$ cat src/rtl/if_fetch_pkg.sv
// Shared definitions for the instruction-fetch stage: FSM states,
// the NOP used as the idle instruction, and PC stepping constants.
package if_fetch_pkg;

    typedef enum logic [1:0] {
        REQ  = 2'd0,
        WAIT = 2'd1,
        HOLD = 2'd2,
        DROP = 2'd3
    } fetch_state_t;

    localparam logic [31:0] NOP_INSTR        = 32'h0000_0013;
    localparam logic [31:0] INSTR_BYTES      = 32'd4;
    localparam logic [31:0] DEFAULT_RESET_PC = 32'h0000_0000;

    // Word-align an address by clearing the two byte-offset bits.
    function automatic logic [31:0] align_word(input logic [31:0] addr);
        return {addr[31:2], 2'b00};
    endfunction

endpackage

$ cat src/rtl/if_fetch_pc_gen.sv
// Program counter for the fetch stage: holds the PC, steps it by one
// instruction, and takes redirects with the target forced word-aligned.
module pc_gen
    import if_fetch_pkg::*;
#(
    parameter logic [31:0] RESET_PC = DEFAULT_RESET_PC
) (
    input  logic        clk,
    input  logic        rst_n,
    input  logic        advance,
    input  logic        redirect,
    input  logic [31:0] redirect_addr,
    output logic [31:0] pc
);

    logic [31:0] pc_next;

    // Redirect wins over the sequential step; +4 wraps naturally at 2^32.
    always_comb begin
        pc_next = pc;
        if (redirect) begin
            pc_next = align_word(redirect_addr);
        end else if (advance) begin
            pc_next = pc + INSTR_BYTES;
        end
    end

    // PC register, restarting at the reset vector.
    always_ff @(posedge clk or negedge rst_n) begin
        if (!rst_n) begin
            pc <= align_word(RESET_PC);
        end else begin
            pc <= pc_next;
        end
    end

endmodule

$ cat src/rtl/if_fetch.sv
// Instruction-fetch stage: one outstanding request to instruction memory,
// registered presentation of each returned word, stall buffering and
// redirect handling that discards responses to abandoned requests.
module if_fetch
    import if_fetch_pkg::*;
#(
    parameter logic [31:0] RESET_PC = DEFAULT_RESET_PC
) (
    input  logic        clk,
    input  logic        rst_n,
    input  logic        pause,
    input  logic        jump_en,
    input  logic [31:0] jump_addr,
    output logic        imem_req_valid,
    output logic [31:0] imem_req_addr,
    input  logic        imem_req_ready,
    input  logic        imem_resp_valid,
    input  logic [31:0] imem_resp_data,
    output logic [31:0] if_pc,
    output logic [31:0] if_instr,
    output logic        pc_from_rom_ready
);

    fetch_state_t state;
    fetch_state_t state_next;

    logic [31:0] pc;
    logic        advance;
    logic        present;
    logic [31:0] present_pc;
    logic [31:0] present_instr;
    logic        capture;
    logic        release_hold;

    logic        hold_valid;
    logic [31:0] hold_pc;
    logic [31:0] hold_instr;

    pc_gen #(
        .RESET_PC(RESET_PC)
    ) u_pc_gen (
        .clk           (clk),
        .rst_n         (rst_n),
        .advance       (advance),
        .redirect      (jump_en),
        .redirect_addr (jump_addr),
        .pc            (pc)
    );

    // Request side comes only from registers so memory never sees a
    // combinational path from our inputs.
    assign imem_req_valid = (state == REQ);
    assign imem_req_addr  = pc;

    // Next-state and per-cycle actions; a redirect pre-empts everything and
    // lands in DROP only when a request is still in flight afterwards.
    always_comb begin
        state_next    = state;
        advance       = 1'b0;
        present       = 1'b0;
        present_pc    = pc;
        present_instr = imem_resp_data;
        capture       = 1'b0;
        release_hold  = 1'b0;
        case (state)
            REQ: begin
                if (jump_en) begin
                    state_next = imem_req_ready ? DROP : REQ;
                end else if (imem_req_ready) begin
                    state_next = WAIT;
                end
            end
            WAIT: begin
                if (jump_en) begin
                    state_next = imem_resp_valid ? REQ : DROP;
                end else if (imem_resp_valid) begin
                    if (pause) begin
                        capture    = 1'b1;
                        state_next = HOLD;
                    end else begin
                        present    = 1'b1;
                        advance    = 1'b1;
                        state_next = REQ;
                    end
                end
            end
            HOLD: begin
                if (jump_en) begin
                    state_next = REQ;
                end else if (!pause) begin
                    present       = hold_valid;
                    present_pc    = hold_pc;
                    present_instr = hold_instr;
                    release_hold  = 1'b1;
                    advance       = 1'b1;
                    state_next    = REQ;
                end
            end
            DROP: begin
                if (jump_en) begin
                    state_next = imem_resp_valid ? REQ : DROP;
                end else if (imem_resp_valid) begin
                    state_next = REQ;
                end
            end
            default: begin
                state_next = REQ;
            end
        endcase
    end

    // FSM state register.
    always_ff @(posedge clk or negedge rst_n) begin
        if (!rst_n) begin
            state <= REQ;
        end else begin
            state <= state_next;
        end
    end

    // Hold buffer keeps a word that arrived while the pipeline was stalled;
    // a redirect throws it away.
    always_ff @(posedge clk or negedge rst_n) begin
        if (!rst_n) begin
            hold_valid <= 1'b0;
            hold_pc    <= 32'h0;
            hold_instr <= NOP_INSTR;
        end else if (jump_en) begin
            hold_valid <= 1'b0;
        end else if (capture) begin
            hold_valid <= 1'b1;
            hold_pc    <= pc;
            hold_instr <= imem_resp_data;
        end else if (release_hold) begin
            hold_valid <= 1'b0;
        end
    end

    // Registered presentation to IF/ID; pc/instr hold between strobes.
    always_ff @(posedge clk or negedge rst_n) begin
        if (!rst_n) begin
            if_pc             <= 32'h0;
            if_instr          <= NOP_INSTR;
            pc_from_rom_ready <= 1'b0;
        end else begin
            pc_from_rom_ready <= present;
            if (present) begin
                if_pc    <= present_pc;
                if_instr <= present_instr;
            end
        end
    end

endmodule

$ cat config.mk
export PLATFORM = sky130hd
export DESIGN_NAME = if_fetch
export DESIGN_NICKNAME = d
export VERILOG_FILES = /design/src/rtl/if_fetch_pkg.sv /design/src/rtl/if_fetch_pc_gen.sv /design/src/rtl/if_fetch.sv
export SDC_FILE = /design/constraint.sdc
export NUM_CORES = 1
export LEC_CHECK = 0
export ABC_AREA = 1
export BUFFER_PORTS_ARGS = -buffer_cell sky130_fd_sc_hd__buf_2
export CAP_MARGIN = 20
export CORE_MARGIN = 4
export CORE_UTILIZATION = 50
export DETAILED_ROUTE_END_ITERATION = 12
export MAX_ROUTING_LAYER = met4
export PLACE_DENSITY = 0.75
export RECOVER_POWER = 100
export SYNTH_ARGS = -nofsm -noshare
export SYNTH_HDL_FRONTEND = slang
export SYNTH_SLANG_ARGS = --single-unit
$ cat constraint.sdc
create_clock -name clk -period 2.5 [get_ports clk]
set_input_delay 0 -clock clk [delete_from_list [all_inputs] [get_ports clk]]
set_output_delay 0 -clock clk [all_outputs]
set_load 0.01 [all_outputs]
==> summary.txt, run 1 <==
Yosys
  – Number of enable flip-flop cells after synthesis: 0
  – Synthesized flop and latch total: 158
  – Yosys warning count: 0
  – Top cells by count, synth: 335 x nand2_1, 155 x inv_1, 152 x dfrtp_1
  – Synth Area in Simple Gates: 0.232
  – Main combinational cell family by area after synthesis: simple AND/OR/NAND/NOR gates
  – Synth top area cells: dfrtp_1 48%, nand2_1 16%, o21ai_0 9.5%
  – Synth Area in Adders: 0.00952
  – Register area share after synthesis: 0.502
  – Compound-Gate Fraction of Synth Area: 0.136
  – Post-synth top area share: 0.482
  – Synth Area per Inst: 7.53 um^2
  – Cells after Synth: 1047
  – Async set-reset flop share out of synthesis: 1.00
  – Mapped cell area: 7890 um^2
  – Post-synthesis mux area share: 0
  – Most numerous cell in the Yosys netlist: nand2_1
  – Post-synth top area cell: dfrtp_1
  – Fraction of synthesized cell area in xor and xnor cells: 0.00777
  – Distinct cell type count after synthesis: 30
  – Main flop type after synthesis: dfrtp_1

Setup path
  – Startpoint Class: flop
  – Crit path max-delay family: compound AO/OA/AOI/OAI gates
  – Crit path buffers/inverters: 3
  – CP endpoint kind: flop
  – Critical Path RT: 2.82 ns
  – CP max FO: 38
  – Crit path top cell by count: nand2_1
  – Slowest stage cell, crit path: a21oi_4
  – CP peak stage delay: 0.52 ns
  – Arr. time, crit path: about 2.6 ns
  – Critical path cell sequence: inv_1, ha_1, nand2_1, inv_1, nand2_2, nand2_1, nand2_4, a21oi_4, buf_12, nand2_1, o21ai_0
  – Crit path kind: reg -> reg

Cells and area
  – Share of cells above drive strength 1: 0.0990
  – Layout area overhead: 26.6%
  – Number of diodes: 0
  – FILL cells: 1382
  – Final Cell Area: 9990 um^2
  – Post-Layout Cell Count: 1484
  – Nets: 1336

Place
  – HPWL Detailed: 13.1 mm
  – Placed Area: 8860 um^2
  – Port bufs: 161
  – DP Worst Slack: 0.302 ns
  – GPL Wtd Cong: 0.852
  – DP Cell Count: about 1400

Clock tree
  – CTS max path bufs: 2
  – H-tree levels: 4
  – Root Driver: clkbuf_16
  – Clock transition at the registers of the reported paths: 0.06 ns
  – CTS buffer count: 17
  – Clock Sinks: around 160
  – Worst-Skew Late Latency: 0.42 ns
  – CTS tree: yes

GRT
  – GRT Util Overall: 0.232
  – Initial antenna violation count: 0
  – First-pass GRT wire length: 32.9 mm
  – Largest net degree at the start of global routing: 126
  – GRT overflow: 0
  – Vias in the first global route: 6826

Timing
  – Pins Over Slew Limit: 0
  – Post-layout min period: 2.28 ns
  – Fin. Hold Viols: 0
  – RSZ-0062 raised after global routing: false
  – Normalized max-slew margin: 0.0731
  – Worst setup margin: 0.224 ns
  – Final setup fails: 0
  – Fin Setup TNS: 0 ns
  – Fmax: 439 MHz
  – Final period util: 0.910
  – Worst-Margin Slew: 1.39 ns
  – Worst Skew: 0.00915 ns

Drt
  – Initial DRC count: 429
  – Drt wl/cell: 13.4 um
  – Post-Route WL: 19.9 mm
  – 1st-pass router iterations: 5
  – Vias after detailed routing: 7263
  – Antenna-violating nets left: 0
  – Routed vias/inst: 4.89
  – Drt drc: 0

Floorplan
  – FP Rows: 45
  – IO Pins: approximately 170
  – Die Height: between 100 and 150 um
  – Chip Width: 134 um
  – Core area: 15300 um^2
  – Die area: 17900 um^2
  – Starting density of the core: 0.515

Power
  – Sequential share of power: 0.454
  – P_sw: 2.89 mW
  – Combinational share of power: 0.245
  – Leakage: between 4 and 5 nW
  – VDD IR max: approximately 0.47 mV
  – Sw frac: 0.334
  – Clk pwr share: 0.301
  – Power per cell area: about 870 nW/um^2
  – Internal Power: about 5.8 mW

Run status
  – Outcome: finished, final reports clean

Min path
  – HP Class: in -> reg

Job
  – Max-cap violations: 0
## kinds of logic (layout without fill, tap and decap cells)
| kind of cell | Yosys count | count (layout) |
|---|---|---|
| and+or+nand+nor | 458 | 458 |
| buffers and inverters | 209 | 432 |
| AOI/OAI and AO/OA | 208 | 208 |
| DFF | 158 | 158 |
| xor gates and xnor gates | 7 | 7 |
| adders and majority gates | 6 | 6 |
| other | 1 | 4 |
## power groups by stage
stage               combinational (mW)  sequential, mW  clock, mW
floorplan                         1.20            4.04          0
global placement                  2.11            3.91          0
detailed placement                2.17            3.96          0
CTS                               2.28            3.92       2.64
global route                      2.45            4.04       2.75
finish                            2.12            3.94       2.60
## flip-flops by register name, indices dropped and copies added, names as in the netlist
name               cells
u_pc_gen.pc           30
if_pc                 30
hold_pc               30
pc_from_rom_ready      1
state                  2
hold_instr            32
hold_valid             1
if_instr              32
## layout by cell type (no fill, tap or decap), drive strengths merged, types with 7 or more instances in the layout
master       netlist  final
inv              156    157
o21ai            184    184
buf               34     73
nand3             60     60
a21oi             15     15
dlygate4sd3        0     69
nor2              55     55
clkbuf            18    121
nand2            338    338
dfrtp            152    152
clkinv             1      7
o211ai             7      7
## layer usage
| metal | vias to the layer above | GRT usage | part of all wire |
|---|---|---|---|
| li1 | 3682 | - | - |
| met1 | 3323 | 0.320 | 0.47 |
| met2 | 236 | 0.362 | 0.46 |
| met3 | 22 | 0.0355 | 0.051 |
| met4 | 0 | 0.0600 | 0.014 |
| met5 | - | - | 0 |
## layout make-up
| type | count | area [um^2] | area share |
|---|---|---|---|
| multi-input combinational | 683 | 3060 | 0.307 |
| clock buffer | 20 | 467 | 0.0467 |
| timing repair buffer | 243 | 1510 | 0.151 |
| tap | 211 | 264 | 0.0264 |
| clock inverter | 12 | 136 | 0.0137 |
| inverter | 157 | 589 | 0.0590 |
| sequential | 158 | 3960 | 0.397 |
## repair_timing
| action | CTS | global route |
|---|---|---|
| hold buffers | 69 | 0 |
| endpoints found under the hold margin | 149 | 0 |
| buffers inserted | 0 | 0 |
| resized for setup | 0 | 1 |
| setup endpoints to repair | 0 | 1 |
## through the flow
step	hold WS (ns)	power, mW	utilization
finish	0.0913	8.66	0.652
global route	0.147	9.25	0.652
CTS	0.0848	8.84	0.663
detailed placement	0.00166	6.12	0.579
global placement	0.00352	6.02	0.579
floorplan	-0.296	5.24	-
## worst min-delay path: stages
cell      delay [ns]
buf_2           0.13
nand2_1         0.07
o211ai_1        0.08
nand2_1         0.11
o21ai_0         0.08
## final timing paths
kind / start / endpoint / slack, ns / depth (start not counted)
max in group asynchronous: rst_n / u_pc_gen.pc[22] / 0.51 / 3
max: state[1] / if_instr[31] / 0.22 / 11
min: pause / state[0] / 0.09 / 5
min in group asynchronous: rst_n / if_instr[23] / 0.45 / 2
max reg2reg: state[1] / if_instr[31] / 0.22 / 11
min reg2reg: hold_instr[0] / hold_instr[0] / 0.47 / 2
(Power assumes the default switching activity.)
==> run 2: changes to the inputs <==
ABC_AREA = default   (was 1)
CORE_ASPECT_RATIO = 1.4   (was default)
PLACE_DENSITY = 0.76   (was 0.75)
==> run 2 against run 1 <==
Against the previous run:
- clock skew up 0.00050 ns
- hold slack improved by 0.0065 ns
- non-clock buffer count increased by 2
- power increased by 2.8%
- first-iteration DRC count is 23% lower
- global-route usage grew 0.69 points
- wire length shrank 7.0%
- die area decreased by 7.4%
- via count shrank 18%
- critical endpoint is now u_pc_gen.pc[28]
- largest cell class unchanged
- largest power group unchanged
==> summary.txt, run 2 <==
Run status
  – Outcome: finished, final reports clean

Timing
  – Normalized max-slew margin: 0.240
  – Fin Setup TNS: 0 ns
  – Post-layout min period: between 2 and 2.5 ns
  – Final setup fails: 0
  – Fmax: 420 MHz
  – RSZ-0062 raised after global routing: false
  – Worst-Margin Slew: ~1.1 ns
  – Final period util: 0.952
  – Worst Skew: about 0.0097 ns
  – Fin. Hold Viols: 0
  – Pins Over Slew Limit: 0

Yosys
  – Mapped cell area: 7250 um^2
  – Post-synth top area cell: dfrtp_1
  – Yosys warning count: 0
  – Synthesized flop and latch total: 158
  – Top cells by count, synth: 152 x dfrtp_1, 106 x nand2_1, 83 x o21ai_0
  – Synth Area in Adders: 0.0104
  – Number of enable flip-flop cells after synthesis: 0
  – Main combinational cell family by area after synthesis: multiplexers
  – Synth top area cells: dfrtp_1 52%, mux2_2 8.7%, mux2i_1 8.1%
  – Register area share after synthesis: 0.546
  – Compound-Gate Fraction of Synth Area: 0.107
  – Fraction of synthesized cell area in xor and xnor cells: 0.00604
  – Synth Area per Inst: 10.8 um^2
  – Async set-reset flop share out of synthesis: 1.00
  – Most numerous cell in the Yosys netlist: dfrtp_1
  – Post-synth top area share: 0.524
  – Post-synthesis mux area share: 0.168
  – Main flop type after synthesis: dfrtp_1
  – Distinct cell type count after synthesis: 50
  – Cells after Synth: 671
  – Synth Area in Simple Gates: 0.127

Drt
  – 1st-pass router iterations: 4
  – Vias after detailed routing: 5988
  – Routed vias/inst: 5.48
  – Post-Route WL: 18.5 mm
  – Antenna-violating nets left: 0
  – Initial DRC count: 331
  – Drt wl/cell: ~17 um
  – Drt drc: 0

GRT
  – Initial antenna violation count: 0
  – First-pass GRT wire length: 30.2 mm
  – Vias in the first global route: about 6200
  – GRT Util Overall: 0.239
  – Largest net degree at the start of global routing: 126
  – GRT overflow: 0

Clock tree
  – Total setup buffers inserted after CTS: 0
  – CTS buffer count: 17
  – Root Driver: clkbuf_16
  – CTS max path bufs: 2
  – PostCTS Resize Cnt: 0
  – Worst-Skew Late Latency: 0.41 ns
  – Clock Sinks: 158
  – Clock transition at the registers of the reported paths: about 0.060 ns
  – H-tree levels: 4
  – # hold bufs at CTS: 63
  – CTS tree: yes

Setup path
  – CP endpoint kind: flop
  – Critical path cell sequence: inv_1, ha_1, or3b_1, or2_2, or4_1, nand3_1
  – Critical Path RT: 2.85 ns
  – Startpoint Class: flop
  – Slowest stage cell, crit path: or4_1
  – CP peak stage delay: 0.56 ns
  – CP max FO: 22
  – Crit path kind: reg -> reg
  – Arr. time, crit path: around 2.7 ns

Cells and area
  – Share of cells above drive strength 1: 0.211
  – Nets: 970
  – Layout area overhead: 29.6%
  – Most frequent cells in the layout: 152 x dfrtp_1, 106 x nand2_1, 98 x clkbuf_1
  – Post-Layout Cell Count: approximately 1100
  – Number of diodes: 0
  – Most common cell after layout, fill and taps aside: dfrtp_1
  – Biggest regs: hold_instr (32), if_instr (32)
  – Final core utilization: 0.670

Floorplan
  – Die area: about 17000 um^2
  – Die Height: 150 um
  – IO Pins: between 150 and 200
  – Core area: 14000 um^2
  – Starting density of the core: 0.517
  – Chip Width: 110 um
  – FP Rows: 51

Place
  – HPWL Detailed: ~12 mm
  – DP Cell Count: 997
  – GPL Wtd Cong: 0.908
  – Port bufs: 161

Power
  – Leakage: 4.15 nW
  – VDD IR max: about 0.47 mV
  – Power per cell area: 948 nW/um^2
  – Power after layout: 8.91 mW

Min path
  – HP Class: in -> reg

Job
  – Max-cap violations: 0
[run 2: cell types whose count changed in the layout (fill, tap and decap cells not counted), sizes merged, moves of 12 or more]
cell   delta
nand2   -232
inv     -140
o21ai   -100
mux2i    +59
mux2     +56
nand3    -46
nor2     -29
nand4    +12
nor3     +12
[run 2: critical path: cells and delay by family, from the launching register on]
kind                       cells  cell delay, ns
adders and majority gates      1            0.28
buffers and inverters          1            0.10
and+or+nand+nor                4            1.53
DFF                            1            0.40
[run 2: logic make-up (layout without fill, tap and decap cells)]
family,count (synthesis),in the layout
AOI/OAI and AO/OA,130,130
xor gates and xnor gates,5,5
muxes,115,115
DFF,158,158
adders and majority gates,6,6
buffers and inverters,59,292
other,1,4
and+or+nand+nor,197,197
[run 2: area by class of cell]
class	instances	area [um^2]
Tap cell	185	231
Inverter	15	56.3
Clock buffer	19	433
Timing Repair Buffer	245	1480
Sequential cell	158	3960
Multi-Input combinational cell	457	3050
Clock inverter	13	189
Fill cell	1138	4640
[run 2: routing by layer]
| metal | global-route usage | part of all wire |
|---|---|---|
| met1 | 0.281 | 0.40 |
| met2 | 0.406 | 0.53 |
| met3 | 0.0390 | 0.046 |
| met4 | 0.0948 | 0.027 |
| met5 | - | 0 |
[run 2: report_power, final]
group	internal (mW)	switching (mW)
Clock	1.68	1.04
Combinational	0.993	1.14
Sequential	3.48	0.570
[run 2: final timing paths]
check | endpoint | start | slack [ns] | depth (start not counted)
setup / recovery | u_pc_gen.pc[28] | state[0] | 0.12 | 6
hold / removal | state[1] | pause | 0.1 | 4
setup reg to reg | u_pc_gen.pc[28] | state[0] | 0.12 | 6
hold reg to reg | if_instr[23] | if_instr[23] | 0.48 | 2
max in group asynchronous | if_instr[14] | rst_n | 0.47 | 3
min in group asynchronous | if_pc[11] | rst_n | 0.35 | 2
[run 2: metrics by stage]
step / hold WS (ns) / setup WS [ns] / area [um^2]
2_1_floorplan: -0.296 / 0.293 / 7260
3_3_place_gp: -0.0466 / 0.201 / 8330
3_5_place_dp: -0.0368 / 0.153 / 8330
4_1_cts: 0.0781 / 0.135 / 9580
5_1_grt: 0.106 / 0.00190 / 9400
6_report: 0.0977 / 0.121 / 9400
==> run 3: changes to the inputs <==
CELL_PAD_IN_SITES_DETAIL_PLACEMENT = 0   (was default)
CELL_PAD_IN_SITES_GLOBAL_PLACEMENT = 1   (was default)
CORE_UTILIZATION = 45   (was 50)
PLACE_DENSITY = 0.86   (was 0.76)
==> run 3 against run 2 <==
Against the previous run:
- count of clock-buffer cells in the layout increased by 4
- power decreased by 2.4%
- the flow now finishes with violations (max-capacitance violations, max-slew violations)
- clock power decreased by 7%
- hold slack got worse by 0.018 ns
- cell area decreased by 0.27%
- combinational power about the same
- fmax decreased by 1.5%
- sequential power about the same
- sequential cell count unchanged
- sequential share of layout area increased by 0.11 points
==> summary.txt, run 3 (synthesized netlist as in run 2, its figures left out) <==
Job
  – Max-cap violations: 1

Clock tree
  – CTS buffer count: 17
  – H-tree levels: 4
  – PostCTS Resize Cnt: 0
  – Worst-Skew Late Latency: around 0.41 ns
  – Clock Sinks: roughly 160
  – CTS max path bufs: 2
  – Clock transition at the registers of the reported paths: ~0.060 ns
  – CTS tree: yes
  – # hold bufs at CTS: 63
  – Root Driver: clkbuf_16
  – Total setup buffers inserted after CTS: 0

Setup path
  – CP endpoint kind: flop
  – Arr. time, crit path: about 2.8 ns
  – Crit path max-delay family: simple AND/OR/NAND/NOR gates
  – Crit path buffers/inverters: 1
  – Startpoint Class: flop
  – Slowest stage cell, crit path: or4_1
  – CP peak stage delay: 0.57 ns
  – Crit path kind: reg -> reg
  – Critical Path RT: 2.85 ns
  – Critical path cell sequence: inv_1, ha_1, or3b_1, or2_2, or4_1, nand3_1
  – CP max FO: 22
  – Reg2reg setup slack: 0.09 ns

Timing
  – Post-layout min period: 2.41 ns
  – Pins Over Slew Limit: 66
  – Fin. Hold Viols: 0
  – Worst Skew: about 0.011 ns
  – Normalized max-slew margin: -0.108
  – Final period util: 0.966
  – Worst-Margin Slew: 1.66 ns
  – Fin Setup TNS: 0 ns
  – RSZ-0062 raised after global routing: false
  – Worst setup margin: 0.0856 ns
  – Final setup fails: 0
  – Fmax: 414 MHz

Place
  – Port bufs: ~160
  – HPWL Detailed: around 12 mm
  – DP Worst Slack: 0.126 ns
  – GPL Wtd Cong: between 0.8 and 0.9

Drt
  – 1st-pass router iterations: 5
  – Met3 wire len: 724 um
  – WL met1: just under 8 mm
  – Met2 wire length: 9.10 mm
  – Routed vias/inst: 5.22
  – Vias after detailed routing: 5753
  – Antenna-violating nets left: 0
  – Drt drc: 0
  – Post-Route WL: 18.0 mm
  – Initial DRC count: 433
  – Top layer in use: met4
  – Drt wl/cell: about 16 um

Floorplan
  – Starting density of the core: 0.463
  – IO Pins: 168
  – FP Rows: 54
  – Chip Width: 115 um
  – Die area: 18200 um^2
  – Core area: about 16000 um^2
  – Die Height: 158 um

Cells and area
  – Most common cell after layout, fill and taps aside: dfrtp_1
  – Register area: 3960 um^2
  – Most frequent cells in the layout: 152 x dfrtp_1, 106 x nand2_1, 100 x clkbuf_1
  – FILL cells: around 1400
  – Layout area overhead: 29.3%
  – Multi-input gate area: roughly 3100 um^2
  – Biggest regs: hold_instr (32), if_instr (32)
  – Nets: 970
  – Number of diodes: 0
  – Share of cells above drive strength 1: 0.208

GRT
  – Vias in the first global route: 5845
  – GRT Util Overall: 0.207
  – GRT overflow: 0
  – Initial antenna violation count: 0
  – First-pass GRT wire length: 29.3 mm
  – Largest net degree at the start of global routing: 126

Power
  – VDD IR max: 0.447 mV
  – Leakage: approximately 4 nW
  – Power after layout: just under 9 mW
  – Power per cell area: 927 nW/um^2

Run status
  – Outcome: finished, violations left
  – Failing checks: max-capacitance violations, max-slew violations

Min path
  – HP Class: in -> reg
run 3: final cells by class:
class | count | area share
timing repair buffer | 245 | 0.158
inverter | 15 | 0.00601
clock inverter | 9 | 0.0119
tap | 196 | 0.0262
sequential | 158 | 0.423
clock buffer | 23 | 0.0499
multi-input combinational | 457 | 0.326
run 3: where the power goes:
| group | switching (mW) | total [mW] | internal [mW] |
|---|---|---|---|
| Combinational | 1.15 | 2.14 | 0.996 |
| Sequential | 0.539 | 4.02 | 3.48 |
| Clock | 1.00 | 2.53 | 1.53 |
run 3: path summary, 6_finish.rpt:
check	from	to	cells past startpoint
worst max-delay path	state[1]	u_pc_gen.pc[28]	6
worst min-delay path	pause	state[0]	4
worst max register to register	state[1]	u_pc_gen.pc[28]	6
worst min register to register	if_pc[15]	if_pc[15]	2
max in group asynchronous	rst_n	hold_instr[10]	3
min in group asynchronous	rst_n	if_instr[22]	2
run 3: worst min-delay path, delay by kind of cell:
family	cells	cell delay [ns]
compound gates	2	0.28
simple gates	1	0.06
buf+inv	1	0.12
run 3: metrics by stage:
stage,cell area (um^2),hold slack (ns),std cells,utilization
after floorplan,7260,-0.296,674,-
after global placement,8340,0.0208,1008,0.532
after detailed placement,8340,0.0388,1008,0.532
after CTS,9550,0.0536,1103,0.610
after global routing,9380,0.0865,1103,0.598
final,9380,0.0802,1103,0.598
run 3: routing by layer:
layer	vias to the layer above	track usage
met5	-	-
li1	2809	-
met3	21	0.0340
met1	2773	0.262
met4	0	0.0649
met2	150	0.339
